File: config.mk
export PLATFORM = sky130hd
export DESIGN_NAME = sync_flit_injector
export DESIGN_NICKNAME = d
export VERILOG_FILES = /design/src/rtl/noc_sync_pkg.sv /design/src/rtl/flit_fifo.sv /design/src/rtl/sync_flit_injector.sv
export SDC_FILE = /design/constraint.sdc
export NUM_CORES = 1
export LEC_CHECK = 0
export BUFFER_PORTS_ARGS = -buffer_cell sky130_fd_sc_hd__buf_2
export CORE_MARGIN = 2
export CORE_UTILIZATION = 50
export CTS_CLUSTER_DIAMETER = 200
export DETAILED_ROUTE_END_ITERATION = 16
export PLACE_DENSITY = 0.72
export SETUP_SLACK_MARGIN = 0.5
export SYNTH_ARGS = -nofsm -noshare
export SYNTH_HDL_FRONTEND = slang
export SYNTH_SLANG_ARGS = --single-unit
File: constraint.sdc
create_clock -name CLK -period 3.2 [get_ports CLK]
set_input_delay 0.16 -clock CLK [delete_from_list [all_inputs] [get_ports CLK]]
set_output_delay 0.16 -clock CLK [all_outputs]
set_load 0.02 [all_outputs]
File: src/rtl/noc_sync_pkg.sv
// Shared types and constants for the clocked-to-asynchronous flit injector.
package noc_sync_pkg;

    localparam int FLIT_W_DEF = 9;
    localparam int FLIT_CNT_W = 16;

    typedef enum logic {
        IDLE  = 1'b0,
        DRIVE = 1'b1
    } state_t;

endpackage

File: src/rtl/flit_fifo.sv
// DEPTH x FLIT_W register FIFO with occupancy count. No write-to-read bypass:
// a flit becomes visible to pop on the edge after it was pushed.
module flit_fifo #(
    parameter int FLIT_W = 9,
    parameter int DEPTH  = 4,
    localparam int PTR_W = $clog2(DEPTH),
    localparam int CNT_W = PTR_W + 1
) (
    input  logic              CLK,
    input  logic              _RESET,
    input  logic              push,
    input  logic [FLIT_W-1:0] push_data,
    input  logic              pop,
    output logic [FLIT_W-1:0] head,
    output logic              full,
    output logic              empty,
    output logic [CNT_W-1:0]  count
);

    logic [FLIT_W-1:0] mem [DEPTH];
    logic [PTR_W-1:0]  wr_ptr;
    logic [PTR_W-1:0]  rd_ptr;
    logic              push_ok;
    logic              pop_ok;

    assign full    = (count == CNT_W'(DEPTH));
    assign empty   = (count == '0);
    assign push_ok = push && !full;
    assign pop_ok  = pop && !empty;
    assign head    = mem[rd_ptr];

    // Storage carries no reset; only the pointers and count define validity.
    always_ff @(posedge CLK) begin
        if (push_ok) begin
            mem[wr_ptr] <= push_data;
        end
    end

    always_ff @(posedge CLK or negedge _RESET) begin
        if (!_RESET) begin
            wr_ptr <= '0;
            rd_ptr <= '0;
            count  <= '0;
        end else begin
            if (push_ok) begin
                wr_ptr <= wr_ptr + PTR_W'(1);
            end
            if (pop_ok) begin
                rd_ptr <= rd_ptr + PTR_W'(1);
            end
            case ({push_ok, pop_ok})
                2'b10:   count <= count + CNT_W'(1);
                2'b01:   count <= count - CNT_W'(1);
                default: count <= count;
            endcase
        end
    end

endmodule

File: src/rtl/sync_flit_injector.sv
// Host valid/ready flits -> FIFO -> four-phase RTZ dual-rail channel toward the router P input.
//   state | meaning
//   IDLE  | rails null; wait for synchronised enable high and a buffered flit
//   DRIVE | codeword held on rails; wait for synchronised enable low (acknowledge)
module sync_flit_injector
    import noc_sync_pkg::*;
#(
    parameter int FLIT_W      = FLIT_W_DEF,
    parameter int DEPTH       = 4,
    parameter int SYNC_STAGES = 2,
    localparam int LVL_W      = $clog2(DEPTH) + 1
) (
    input  logic                  CLK,
    input  logic                  _RESET,
    input  logic [FLIT_W-1:0]     in_data,
    input  logic                  in_valid,
    output logic                  in_ready,
    output logic [FLIT_W-1:0]     out_t,
    output logic [FLIT_W-1:0]     out_f,
    input  logic                  out_e,
    output logic [LVL_W-1:0]      fifo_level,
    output logic [FLIT_CNT_W-1:0] flit_count
);

    state_t                 state;
    logic [SYNC_STAGES-1:0] sync_q;
    logic                   e_s;
    logic                   fifo_full;
    logic                   fifo_empty;
    logic [FLIT_W-1:0]      head;
    logic                   push;
    logic                   pop;

    assign e_s      = sync_q[SYNC_STAGES-1];
    assign in_ready = !fifo_full;
    assign push     = in_valid && in_ready;
    assign pop      = (state == IDLE) && e_s && !fifo_empty;

    // out_e is asynchronous to CLK; nothing downstream looks at it before the last stage.
    always_ff @(posedge CLK or negedge _RESET) begin
        if (!_RESET) begin
            sync_q <= '0;
        end else begin
            sync_q <= {sync_q[SYNC_STAGES-2:0], out_e};
        end
    end

    flit_fifo #(
        .FLIT_W (FLIT_W),
        .DEPTH  (DEPTH)
    ) u_fifo (
        .CLK       (CLK),
        ._RESET    (_RESET),
        .push      (push),
        .push_data (in_data),
        .pop       (pop),
        .head      (head),
        .full      (fifo_full),
        .empty     (fifo_empty),
        .count     (fifo_level)
    );

    // Rails are only ever loaded from null or cleared to null, so no rail can glitch inside DRIVE.
    always_ff @(posedge CLK or negedge _RESET) begin
        if (!_RESET) begin
            state      <= IDLE;
            out_t      <= '0;
            out_f      <= '0;
            flit_count <= '0;
        end else begin
            case (state)
                IDLE: begin
                    if (pop) begin
                        out_t <= head;
                        out_f <= ~head;
                        state <= DRIVE;
                    end
                end
                DRIVE: begin
                    if (!e_s) begin
                        out_t      <= '0;
                        out_f      <= '0;
                        flit_count <= flit_count + FLIT_CNT_W'(1);
                        state      <= IDLE;
                    end
                end
                default: begin
                    out_t <= '0;
                    out_f <= '0;
                    state <= IDLE;
                end
            endcase
        end
    end

endmodule

==> out/qor.txt, run 1 <==
Status = complete, no violations
Drc violations = 0
Final period util = 72.7%
Synth unique cells = 33
Row cnt = 29
TritonCTS clock tree = built
Worst Skew = 11.0 ps
Fin nets = 290
Placed Area = 3520 um^2
Post-synthesis sequential area ratio = 67.5%
Pwr dens = 878 nW/um^2
Drt wl/cell = 15.7 um
Syn nets = 236
DR vias/cell = 5.22
Metal2 WL = 2700 um
Core area = 6310 um^2
Starting Density = 51.2%
Worst Path Max Fanout = 25
Critical Path AT = 2590 ps
Slew Limit Fails = 0
First-pass GRT wire length = 9000 um
GRT Util Overall = 16.4%
Setup WS post-layout = 872 ps
#FFs+latches synth = 80
Post-CTS setup repair buffer count = 0
DRT met1 WL = 2530 um
CTS clk-pin slew, worst paths = 80 ps
Largest net degree at the start of global routing = 45
VDD IR max = 0.000459 V
IO Pins = 51
Crit path time final = 2330 ps
Leakage = 1.68 nW
Asr flop ratio synth = 55.0%
Layout cell share with drive strength beyond 1 = 29.0%
Htree depth = 3
Crit start category = flop
R2r setup slk = 870 ps
IO buf count = 50
Worst-Skew Late Latency = 340 ps
Die H = 84.4 um
Fmax = 430 MHz
# setup viols final = 0
Hold Crit Depth = 1
Initial antenna violation count = 0
Synthesis Warnings = 0
Post-Syn Area = 3230 um^2
CP Data Required Time = 3460 ps
RSZ-0062 raised after global routing = false
RR Startpoint = u_fifo.count[0]
Die width = 84.4 um
Total power draw = 3.28 mW
DIE AREA = 7120 um^2
Dpl ws = 870 ps
Dominant cells by area after synthesis = dfrtp_1 (34%), edfxtp_1 (33%), mux4_2 (6.3%)
Clk sink count = 80
Min-delay src = in_data[8]
Most frequent cells in the layout = buf_2 (50), dfrtp_1 (44), edfxtp_1 (36)
Routed wl met3 = 221 um
1st-pass router iterations = 4
Max layer used = met4
Mean Syn Cell Area = 14.9 um^2
Synth Flop Type = dfrtp_1
Fin. Hold Viols = 0
Clock buffer depth = 2
Crit path capture type = flop
GRT overflow = 0
Design Area, Final = 3730 um^2
Yosys top cell by area = dfrtp_1
Number of synthesized flops with an enable pin = 36
DPL Wire Length = 3710 um
Total number of vias = 1841
Diode count = 0
Slew HR = 35.5%
Mapped Cells = 217
Setup TNS = 0 ps
Share of Yosys cell area claimed by the top area cell type = 34.1%
Hold Path End = u_fifo.mem[3][8]
Area grow syn2layout = 15.4%
WS Path Type = flop to flop
Reg2reg path depth = 7
Routed Antenna Nets = 0
Clk root buf = clkbuf_8
Routed WL = 5530 um
RD Place Congestion = 0.770
Commonest non-fill, non-tap cell in the layout = buf_2
1st-iter DRT viols = 136
Core Util, Final = 59.1%
Cts bufs inserted = 9
Reg2reg end = u_fifo.count[2]
HP Class = input port to flop
Slew @ Worst Pin = 968 ps
Max Cap Viol = 0
Vias in the first global route = 1848
[worst max-delay path, stage by stage (launching register included)]
cell and delay [ps]:
dfrtp_1 440, or3_2 550, nand3b_4 280, nor2_1 100
fa_1 390, and3_1 180, mux2i_1 180, xnor2_1 140
[power by group]
part	switching [mW]	internal, mW
Clock	0.347	0.357
Sequential	0.221	1.36
Combinational	0.559	0.431
[cell families (layout without fill, tap and decap cells)]
kind of cell / count (synthesis) / in the layout / synth area share [%]
buf+inv: 12 / 71 / 2.01
fa+ha+maj: 6 / 6 / 2.56
simple gates: 72 / 72 / 11.8
flops: 80 / 80 / 67.5
mux: 11 / 11 / 7.05
compound gates: 15 / 15 / 2.75
xor+xnor: 21 / 21 / 6.27
[through the flow]
stage	hold slack [ps]	std cells
floorplan	-136	217
global placement	270	335
detailed placement	270	335
CTS	17.9	353
global route	17.1	353
finish	38.8	353
[worst max path at each step]
stage | startpoint | end | slack (ps) | cells after the start
2_1_floorplan | u_fifo.count[0] | u_fifo.count[2] | 870 | 8
3_3_place_gp | u_fifo.count[0] | u_fifo.count[2] | 960 | 7
3_5_place_dp | u_fifo.count[0] | u_fifo.count[2] | 870 | 7
4_1_cts | u_fifo.count[0] | u_fifo.count[2] | 850 | 7
5_1_grt | u_fifo.count[0] | u_fifo.count[2] | 720 | 7
6_report | u_fifo.count[0] | u_fifo.count[2] | 870 | 7
[synthesized netlist by cell type, types with 4 or more instances]
cell       n
xnor2_1   12
o21ai_0   10
ha_1       5
nand3_1   16
nand2_1   21
dfrtp_1   44
and3_1    10
nor2_1     7
buf_2      4
xor2_1     8
mux4_2     9
edfxtp_1  36
[per-layer routing]
metal	global-route usage [%]	vias up
met5	0	-
met4	6.49	0
met3	5.01	8
met2	26.5	43
met1	21.0	909
li1	-	881
[registers in the layout, indices dropped and copies added (netlist names)]
name	flops
u_fifo.count	3
flit_count	16
u_fifo.mem	36
sync_q	2
out_f	9
u_fifo.wr_ptr	2
u_fifo.rd_ptr	2
out_t	9
state	1
[area by class of cell]
class	instances	area [um^2]
fill	519	2580
sequential	80	2180
multi-input combinational	125	985
timing repair buffer	52	270
clock buffer	10	128
tap	77	96.3
clock inverter	6	58.8
inverter	3	11.3
[what timing repair did]
item	4_1_cts	5_1_grt
gates resized for setup	0	0
hold buffers	2	0
hold endpoints to repair	16	0
Note: power is estimated with default switching activity, not from simulation.
==> run 2, diff against run 1 <==
- clock period: 3.2 -> 2.2 ns (I/O delays scaled with it)
==> run 2 against run 1 <==
- sequential power rose by 43%
- power grew 50%
- critical endpoint is now u_fifo.count[1]
- setup slack worse by 560 ps
- clock-buffer cell count stayed put
- sequential cell count unchanged
- clock power grew 34%
- maximum frequency grew 23%
- final cell count grew 6.8%
==> out/qor.txt, run 2 (same netlist as run 1, synthesis figures left out) <==
Cell breakdown of the critical path = or3b_4 > and2_4 > nor2_4 > fa_2 > mux2_4
Vias in the first global route = 1990 (+7.7%)
TritonCTS clock tree = built
Slew HR = 52.8% (+17 points)
Slew @ Worst Pin = 708 ps (-260 ps)
1st-pass router iterations = 4 (unchanged)
CP max-delay cell = fa_2
Placed cells = 340 (+1.5%)
First-pass GRT wire length = 9360 um (+4.0%)
Worst path bufs/invs = 0 (unchanged)
R2r setup slk = 310 ps (-560 ps)
RD Place Congestion = 0.756 (-1.8%)
Area grow syn2layout = 22.8%
Routed Antenna Nets = 0 (unchanged)
Initial antenna violation count = 0 (unchanged)
Gate power share = 34.7% (+4.5 points)
Largest net degree at the start of global routing = 45 (unchanged)
Worst-Skew Late Latency = 340 ps (about the same)
CP Data Required Time = 2420 ps (-1040 ps)
WS Path Type = flop to flop
Max Cap Viol = 0 (unchanged)
Crit-path leading delay family = simple AND/OR/NAND/NOR gates
Worst Skew = 9.99 ps (-0.969 ps)
Drt wl/cell = 15.1 um (-3.6%)
# setup viols final = 0 (unchanged)
Die H = 84.4 um (unchanged)
HP Class = input port to flop
Critical Path AT = 2110 ps (-480 ps)
Fin. Hold Viols = 0 (unchanged)
Drc violations = 0 (unchanged)
VDD IR max = 0.000718 V (+56%)
Clock buffer depth = 2 (unchanged)
Crit path time final = 1890 ps (-440 ps)
Row cnt = 29 (unchanged)
Crit start category = flop
Pwr dens = 1240 nW/um^2 (+41%)
IO Pins = 51 (unchanged)
Core area = 6310 um^2 (unchanged)
DR vias/cell = 5.24 (+0.45%)
GRT Util Overall = 16.9% (+0.51 points)
P_int = 3.17 mW (+48%)
GRT overflow = 0 (unchanged)
Routed WL = 5690 um (+2.9%)
Sequential share of power = 46.1% (-2.2 points)
Crit path capture type = flop
Cts bufs inserted = 9 (unchanged)
Fmax = 530 MHz (+23%)
Slowest Stage Delay on Critical Path = 430 ps (-120 ps)
1st-iter DRT viols = 140 (+2.9%)
RSZ-0062 raised after global routing = true
Clk root buf = clkbuf_8
Layout cell share with drive strength beyond 1 = 36.7% (+7.7 points)
Leakage = 1.77 nW (+5.5%)
Dpl ws = 255 ps (-615 ps)
Biggest regs = u_fifo.mem (36), flit_count (16)
Most frequent cells in the layout = buf_2 (50), dfrtp_1 (41), edfxtp_1 (36)
Fin nets = 314 (+8.3%)
Setup TNS = 0 ps (unchanged)
CTS clk-pin slew, worst paths = 70 ps (about the same)
NetSw = 1.73 mW (+54%)
DPL Wire Length = 3710 um (-0.17%)
DIE AREA = 7120 um^2 (unchanged)
Starting Density = 51.2% (unchanged)
Clk sink count = 80 (unchanged)
Number of flip-flops in the largest register = 36 (unchanged)
Final period util = 85.8% (+13 points)
Setup WS post-layout = 313 ps (-560 ps)
IO buf count = 50 (unchanged)
Slew Limit Fails = 0 (unchanged)
Worst Path Max Fanout = 3 (-88%)
Clock Power Share = 19.2% (-2.3 points)
Total power draw = 4.91 mW (+50%)
Total number of vias = 1975 (+7.3%)
Largest reg by FF count = u_fifo.mem
WHS = 257 ps (+218 ps)
Htree depth = 3 (unchanged)
Status = complete, no violations
Die width = 84.4 um (unchanged)
Commonest non-fill, non-tap cell in the layout = buf_2
Post-route insts no fill = 377 (+6.8%)
Sw Share = 35.3% (+0.87 points)
Diode count = 0 (unchanged)
-- run 2: changes by cell type in the layout (fill, tap and decap cells not counted), sizes merged --
cell / before / now
buf: 50 / 65
clkinvlp: 1 / 3
dlygate4sd3: 2 / 11
bufinv: 1 / 0
clkinv: 3 / 2
-- run 2: cell type report --
cell class	instances	area, um^2
clock buffer	10	128
clock inverter	6	45.0
multi-input combinational	125	1030
sequential	80	2190
inverter	3	11.3
tap	77	96.3
timing repair buffer	76	473
fill	500	2340
-- run 2: path summary, 6_finish.rpt --
path | to | cells after the start | start
worst min-delay path | u_fifo.count[2] | 4 | in_valid
worst min register to register | sync_q[1] | 0 | sync_q[0]
worst max register to register | u_fifo.count[1] | 5 | u_fifo.count[1]
max in group asynchronous | u_fifo.count[2] | 3 | _RESET
worst max-delay path | u_fifo.count[1] | 5 | u_fifo.count[1]
min in group asynchronous | flit_count[14] | 3 | _RESET
-- run 2: power groups by stage --
stage	registers, mW	clock network [mW]	logic (mW)
after CTS	2.27	0.974	1.64
after detailed placement	2.31	0	1.54
final	2.26	0.943	1.70
after global placement	2.29	0	1.51
after global routing	2.32	1.04	1.85
after floorplan	2.49	0	0.869
-- run 2: worst min-delay path: cells and delay by family --
| kind | cells | cell delay (ps) |
|---|---|---|
| muxes | 1 | 140 |
| xor gates and xnor gates | 1 | 70 |
| buffers and inverters | 1 | 150 |
| AOI/OAI and AO/OA | 1 | 90 |
-- run 2: stage by stage --
step / util [%] / area, um^2
final: 62.9 / 3970
after global routing: 62.9 / 3970
after CTS: 61.9 / 3910
after detailed placement: 56.7 / 3580
after global placement: 56.7 / 3580
after floorplan: - / 3250
-- run 2: timing repair --
action	in CTS	in global routing
endpoints found under the setup margin	3	7
hold endpoints to repair	81	0
gates resized for setup	2	8
hold buffers	11	0
pin swaps	6	5
buffers inserted	6	4
-- run 2: layer usage --
layer | up-vias | track usage, % | wire length (um)
met2 | 49 | 26.8 | 2750
met4 | 0 | 7.65 | 95
li1 | 937 | - | -
met5 | - | 0 | 0
met1 | 981 | 22.6 | 2550
met3 | 8 | 3.83 | 288
==> run 3, diff against run 2 <==
- BUFFER_PORTS_ARGS: -buffer_cell sky130_fd_sc_hd__buf_2 -> -buffer_cell sky130_fd_sc_hd__buf_4
==> run 3 against run 2 <==
- routed wire length increased by 0.88%
- largest power group unchanged
- register-to-register slack about the same
- non-clock buffer count decreased by 3
- sequential power about the same
- maximum frequency about the same
- sequential share of layout area decreased by 1.8 points
==> out/qor.txt, run 3 (same netlist as run 1, synthesis figures left out) <==
Worst Path Max Fanout = 4 (+1)
Post-route insts no fill = 374 (-0.80%)
Setup TNS = 0 ps (unchanged)
Pwr dens = 1270 nW/um^2 (+3.0%)
Slew HR = 53.1% (+0.32 points)
HP Class = input port to flop
Slew @ Worst Pin = 703 ps (-4.83 ps)
Final period util = 85.7% (about the same)
CTS clk-pin slew, worst paths = 80 ps (about the same)
Worst-Skew Late Latency = 340 ps (about the same)
RSZ-0062 raised after global routing = true
GRT Util Overall = 17.1% (+0.14 points)
Fin nets = 311 (-0.96%)
Area grow syn2layout = 27.1%
Diode count = 0 (unchanged)
IO Pins = 51 (unchanged)
Design Area, Final = 4110 um^2 (+3.4%)
Die width = 84.4 um (unchanged)
Max Cap Viol = 0 (unchanged)
Layout cell share with drive strength beyond 1 = 37.4% (+0.71 points)
Routed Antenna Nets = 0 (unchanged)
Fill cells = 474 (-5.2%)
Worst Skew = 11.0 ps (+0.997 ps)
Fin. Hold Viols = 0 (unchanged)
GRT overflow = 0 (unchanged)
Placed cells = 338 (-0.59%)
Fmax = 530 MHz (about the same)
Crit path time final = 1890 ps (-1.66 ps)
Die H = 84.4 um (unchanged)
Htree depth = 3 (unchanged)
Starting Density = 51.2% (unchanged)
Crit path capture type = flop
CP Data Required Time = 2430 ps (about the same)
Slew Limit Fails = 0 (unchanged)
1st-pass router iterations = 4 (unchanged)
Number of flip-flops in the largest register = 36 (unchanged)
Clock buffer depth = 2 (unchanged)
Biggest regs = u_fifo.mem (36), flit_count (16)
WS Path Type = flop to flop
Row cnt = 29 (unchanged)
Leakage = 1.81 nW (+1.9%)
Core area = 6310 um^2 (unchanged)
DR vias/cell = 5.16 (-1.6%)
Initial antenna violation count = 0 (unchanged)
Total number of vias = 1928 (-2.4%)
DIE AREA = 7120 um^2 (unchanged)
Vias in the first global route = 1927 (-3.2%)
Drt wl/cell = 15.3 um (+1.7%)
VDD IR max = 0.000810 V (+13%)
Commonest non-fill, non-tap cell in the layout = buf_4
Critical Path AT = 2120 ps (about the same)
DPL Wire Length = 3730 um (+0.53%)
TritonCTS clock tree = built
Placed Area = 3690 um^2 (+3.1%)
Largest reg by FF count = u_fifo.mem
Clk sink count = 80 (unchanged)
Status = complete, no violations
Clk root buf = clkbuf_8
Routed WL = 5740 um (+0.88%)
Largest net degree at the start of global routing = 45 (unchanged)
RD Place Congestion = 0.742 (-1.9%)
WHS = 250 ps (-6.69 ps)
Drc violations = 0 (unchanged)
# setup viols final = 0 (unchanged)
1st-iter DRT viols = 113 (-19%)
Most frequent cells in the layout = buf_4 (60), dfrtp_1 (41), edfxtp_1 (36)
IO buf count = 50 (unchanged)
Cts bufs inserted = 9 (unchanged)
First-pass GRT wire length = 9290 um (-0.74%)
Crit start category = flop
[run 3: stage by stage]
step,worst slack (ps),util [%],total power [mW]
3_5_place_dp,271,58.4,3.99
3_3_place_gp,294,58.4,3.95
6_report,314,65.0,5.23
5_1_grt,262,65.0,5.52
4_1_cts,300,64.4,5.19
2_1_floorplan,80.5,-,3.36
[run 3: power breakdown]
group          switching, mW  leakage (nW)  internal (mW)
Sequential             0.293         0.891           1.98
Clock                  0.544         0.101          0.536
Combinational          0.936         0.813          0.934
Total                   1.77          1.81           3.45
[run 3: final timing paths]
path / startpoint / end / slack, ps / cells after the start
setup / recovery: u_fifo.count[1] / u_fifo.count[1] / 310 / 5
hold / removal: in_valid / u_fifo.count[2] / 250 / 4
setup reg to reg: u_fifo.count[1] / u_fifo.count[1] / 310 / 5
hold reg to reg: sync_q[0] / sync_q[1] / 370 / 0
max in group asynchronous: _RESET / u_fifo.count[2] / 1500 / 2
min in group asynchronous: _RESET / out_f[2] / 290 / 2
[run 3: cell type report]
cell class                      instances  area (um^2)  share of cell area (%)
Tap cell                               77         96.3                    2.35
Clock buffer                            9          124                    3.02
Clock inverter                          7         77.6                    1.89
Sequential cell                        80         2190                    53.2
Multi-Input combinational cell        125         1030                    25.0
Inverter                                3         11.3                   0.274
Timing Repair Buffer                   73          583                    14.2
[run 3: timing repair]
item / CTS / global route
endpoints found under the setup margin: 5 / 25
resized for setup: 6 / 11
hold endpoints to repair: 81 / 0
pin swaps: 5 / 7
hold buffers: 11 / 0
setup buffers: 7 / 2
[run 3: critical path, stage by stage, from the launching register on]
cell	delay, ps
dfrtp_2	440
or3b_4	380
and2_4	160
nor2_4	100
fa_2	440
mux2_4	260
[run 3: per-layer routing]
metal  global-route usage [%]  vias up  wire length, um
li1                         -      924                -
met1                     22.8      952             2560
met2                     27.1       44             2860
met3                     3.44        8              231
met4                     8.23        0               89
met5                        0        -                0
